## src/rtl/espi_mux_seq.sv

```systemverilog
// Break-before-make sequencer for the eSPI/strap mux: disables the mux, waits a dead time,
// applies the requested PCH/BMC selects, waits a settle time, then re-enables.
module espi_mux_seq #(
    parameter int DEAD_US   = 4,
    parameter int SETTLE_US = 2,
    parameter int CNT_W     = 8,
    parameter int SWC_W     = 8
) (
    input  logic             iClk,
    input  logic             iRst_n,
    input  logic             i1uSCE,
    input  logic             iEspiMuxPCHSel,
    input  logic             iEspiMuxBMCSel,
    output logic             oEspiMuxPCHSel,
    output logic             oEspiMuxBMCSel,
    output logic             oEspiMuxEn,
    output logic             oBusy,
    output logic [SWC_W-1:0] oSwitchCnt
);

    typedef enum logic [2:0] {
        ST_INIT   = 3'd0,
        ST_STABLE = 3'd1,
        ST_BREAK  = 3'd2,
        ST_SWITCH = 3'd3,
        ST_SETTLE = 3'd4
    } state_t;

    localparam logic [CNT_W-1:0] DEAD_LAST   = CNT_W'(DEAD_US - 1);
    localparam logic [CNT_W-1:0] SETTLE_LAST = CNT_W'(SETTLE_US - 1);

    state_t             state_q, state_d;
    logic [CNT_W-1:0]   timer_q, timer_d;
    logic [1:0]         sel_q, sel_d;
    logic [SWC_W-1:0]   swc_q, swc_d;
    logic               en_q;
    logic               busy_q;

    logic [1:0]         req_s;
    logic               mismatch_s;
    logic               dead_exp_s;
    logic               settle_exp_s;

    assign req_s        = {iEspiMuxPCHSel, iEspiMuxBMCSel};
    assign mismatch_s   = (req_s != sel_q);
    assign dead_exp_s   = i1uSCE && (timer_q == DEAD_LAST);
    assign settle_exp_s = i1uSCE && (timer_q == SETTLE_LAST);

    // Next-state, timer, select and counter decode
    always_comb begin
        state_d = state_q;
        sel_d   = sel_q;
        swc_d   = swc_q;
        if (i1uSCE) begin
            timer_d = timer_q + CNT_W'(1);
        end else begin
            timer_d = timer_q;
        end

        case (state_q)
            ST_INIT: begin
                if (settle_exp_s) begin
                    state_d = ST_STABLE;
                end else begin
                    state_d = ST_INIT;
                end
            end
            ST_STABLE: begin
                timer_d = {CNT_W{1'b0}};
                if (mismatch_s) begin
                    state_d = ST_BREAK;
                end else begin
                    state_d = ST_STABLE;
                end
            end
            ST_BREAK: begin
                if (dead_exp_s) begin
                    state_d = ST_SWITCH;
                end else begin
                    state_d = ST_BREAK;
                end
            end
            ST_SWITCH: begin
                sel_d   = req_s;
                state_d = ST_SETTLE;
                if (swc_q != {SWC_W{1'b1}}) begin
                    swc_d = swc_q + SWC_W'(1);
                end else begin
                    swc_d = swc_q;
                end
            end
            ST_SETTLE: begin
                // A late request change outranks a simultaneous settle expiry
                if (mismatch_s) begin
                    state_d = ST_BREAK;
                end else if (settle_exp_s) begin
                    state_d = ST_STABLE;
                end else begin
                    state_d = ST_SETTLE;
                end
            end
            default: begin
                state_d = ST_INIT;
            end
        endcase

        if (state_d != state_q) begin
            timer_d = {CNT_W{1'b0}};
        end else begin
            timer_d = timer_d;
        end
    end

    // State registers; enable and busy follow the next state so they are registered outputs
    always_ff @(posedge iClk or negedge iRst_n) begin
        if (!iRst_n) begin
            state_q <= ST_INIT;
            timer_q <= {CNT_W{1'b0}};
            sel_q   <= 2'b00;
            swc_q   <= {SWC_W{1'b0}};
            en_q    <= 1'b0;
            busy_q  <= 1'b1;
        end else begin
            state_q <= state_d;
            timer_q <= timer_d;
            sel_q   <= sel_d;
            swc_q   <= swc_d;
            en_q    <= (state_d == ST_STABLE);
            busy_q  <= (state_d != ST_STABLE);
        end
    end

    assign oEspiMuxPCHSel = sel_q[1];
    assign oEspiMuxBMCSel = sel_q[0];
    assign oEspiMuxEn     = en_q;
    assign oBusy          = busy_q;
    assign oSwitchCnt     = swc_q;

endmodule

```

## config.mk

```make
export PLATFORM = sky130hd
export DESIGN_NAME = espi_mux_seq
export DESIGN_NICKNAME = d
export VERILOG_FILES = /design/src/rtl/espi_mux_seq.sv
export SDC_FILE = /design/constraint.sdc
export NUM_CORES = 1
export LEC_CHECK = 0
export CORE_MARGIN = 2
export CORE_UTILIZATION = 47
export CTS_CLUSTER_SIZE = 14
export DETAILED_ROUTE_END_ITERATION = 8
export HOLD_SLACK_MARGIN = 0.02
export PLACE_DENSITY = 0.73
export SYNTH_ARGS = -nofsm -noshare
export SYNTH_HDL_FRONTEND = slang
export SYNTH_SLANG_ARGS = --single-unit
export TNS_END_PERCENT = 100
```

## constraint.sdc

```tcl
create_clock -name iClk -period 1.7 [get_ports iClk]
set_clock_uncertainty 0.15 [all_clocks]
set_input_delay 0.34 -clock iClk [delete_from_list [all_inputs] [get_ports iClk]]
set_output_delay 0.34 -clock iClk [all_outputs]
set_load 0.03 [all_outputs]
```

==> results.ini <==
[cells_and_area]
fin_util_pct=65.3
diodes=0
fill_cells=187
fin_area_sq_um=1570
multi_input_comb_area_sq_um=641
fin_nets=150
layout-drive-gt1-share_pct=33.3
seq_area_sq_um=579
synthToLayoutAreaGrowth_pct=34.8

[floorplan]
ios=17
start_util_pct=48.4
die_area_sq_um=2900
die_w_microns=53.8
core_sq_um=2410
num_rows=18
die_h_microns=53.8

[cts]
clk_pin_slew_ns=0.12
cts_hold_buf=0
clock-root-buffer=clkbuf_4
cts_sinks=23
htreeDepth=1
cts_tree=built
cts_buffer_depth=2
insertion_delay_ns=0.30
cts_buffers=3

[setup_path]
reg2reg_to=oSwitchCnt[1]
r2r-start=oSwitchCnt[0]
slowest_delay_ns=0.43
worst-r2r-setup-slack_ns=0.04
critPathLaunch=oSwitchCnt[0]
crit_fanout=4
cp_cell_sequence=ha_4 -> nand3_2 -> or2_4 -> o21a_4 -> mux2_4
slowest_stage=dfrtp_2
cp_data_arrival_time_ns=1.72
crit_cells=5
crit_buf_inv=0
r2r_cells=5
endpoint_kind=flop
worstSetupStartpointType=flop
cp_top_family=flip-flops
cp.required_ns=1.75
worstSetupPathType=reg2reg

[power]
seq_power_share_pct=37.1
p_comb_share_pct=51.9
p_clk_share_pct=11.0
switchingPower_uw=908
ir_drop_mv=0.840
powerDensity_nw_per_um2=1430
p_sw_share_pct=40.2
internal_power_mw=1.35
p_leak_nw=0.718

[placement]
dp_slack_ns=-0.274
dpl_cell_area_sq_um=1490
placement.io_buffers=16
dpl.hpwl_mm=1.78
gp_congestion=0.719

[yosys]
synth.most_common_cell=dfrtp_1
async_flop_share_pct=100
netlist.area_leader.share_pct=47.2
ys_top_cells_by_area=dfrtp_1 (47%), xor2_1 (5.3%), nor2_1 (4.5%)
synth_area_leader_cell=dfrtp_1
syn_inst=105
synth_area_sq_um=1170
synthTopCellsByCount=dfrtp_1 (22), nor2_1 (14), xor2_1 (7)
synth-edff-count=0
ys_seq_area_share_pct=49.4
ys_ff_latch=23
ys_warn_count=0
yosys_most_used_dff=dfrtp_1
syn_area_per_cell_sq_um=11.1
synthesis.nets=113
synth_cell_types=39

[run_status]
outcome=finished clean

[route]
vias=907
drtPass1Iterations=4
postRouteAntennaNets=0
drc=0
drt_iter0_markers=9
wire_per_inst_microns=14.3
wl_mm=2.44
via_per_inst=5.30

[global_route]
antenna_found_initial=0
grt_pass1_vias=911
grt_pass1_wl_mm=3.97
track_usage_pct=19.0
grt_max_degree=24
grt.overflow.total=0

[sta]
setup_viol=0
finalCritPeriodShare_pct=97.8
period_needed_ns=1.66
worst_slew_pin_slew_ns=0.334
finalSetupTns_ns=0
max-slew-margin-rel_pct=77.7
drv_slew=0
timing.fmax_mhz=601
timing_hold_violations_final=0
rsz0062_at_grt=true
fin_ws_ns=0.0370

[hold_path]
holdCritPathClass=in2async

[job]
cap_viol_max_count=0

-- flip-flops by register name (all words and copies together), names as in the netlist --
name        count
oSwitchCnt      8
sel_q           2
oBusy           1
state_q         3
timer_q         8
oEspiMuxEn      1
-- power by group through the flow --
| stage | clock network (mW) | logic [mW] | registers [mW] |
|---|---|---|---|
| 2_1_floorplan | 0 | 0.462 | 0.988 |
| 3_3_place_gp | 0 | 1.05 | 0.828 |
| 3_5_place_dp | 0 | 1.09 | 0.842 |
| 4_1_cts | 0.259 | 1.08 | 0.826 |
| 5_1_grt | 0.283 | 1.27 | 0.861 |
| 6_report | 0.249 | 1.17 | 0.838 |
-- area by class of cell --
| cell class | instances | area share, % |
|---|---|---|
| timing repair buffer | 34 | 18.0 |
| clock buffer | 4 | 1.67 |
| tap | 30 | 2.38 |
| sequential | 23 | 36.8 |
| inverter | 2 | 0.477 |
| multi-input combinational | 78 | 40.7 |
-- through the flow --
| step | std cells | hold WS, ns | power (mW) |
|---|---|---|---|
| 2_1_floorplan | 105 | -0.106 | 1.45 |
| 3_3_place_gp | 165 | 0.366 | 1.87 |
| 3_5_place_dp | 165 | 0.370 | 1.93 |
| 4_1_cts | 170 | 0.223 | 2.17 |
| 5_1_grt | 171 | 0.250 | 2.41 |
| 6_report | 171 | 0.220 | 2.26 |
-- worst max path at each step --
stage | end | slack, ns
6_report | oSwitchCnt[1] | 0.04
3_3_place_gp | state_q[0] | -0.21
2_1_floorplan | oSwitchCnt[1] | -0.03
4_1_cts | oBusy | 0.00002
3_5_place_dp | timer_q[3] | -0.27
5_1_grt | timer_q[7] | -0.04
-- logic make-up after synthesis --
logic type	share of synthesized area, %
buffers and inverters	1.71
AOI/OAI and AO/OA	10.3
muxes	6.32
adders and majority gates	3.22
xor gates and xnor gates	9.00
DFF	49.4
and+or+nand+nor	20.0
-- routing by layer --
layer,vias up,track usage [%],wire length (microns)
met4,0,7.26,25
met3,4,3.06,60
met1,437,23.9,1090
li1,450,-,-
met5,-,0,0
met2,16,32.5,1260
-- timing repair --
action,4_1_cts,5_1_grt
setup buffers,1,1
pin swaps,1,6
setup endpoints to repair,21,17
gates resized for setup,15,19
-- placed cells by master, fill, tap and decap left out, types with 3 or more instances in the layout --
master / n
nand4_1: 6
a31oi_1: 3
dfrtp_1: 20
nor2_1: 9
clkdlybuf4s50_1: 4
dlygate4sd2_1: 8
buf_4: 16
xnor2_1: 5
nand2_1: 5
xor2_1: 6
mux2_1: 3
clkbuf_4: 3
nor2_2: 3
Power figures use the tool's default switching activity.
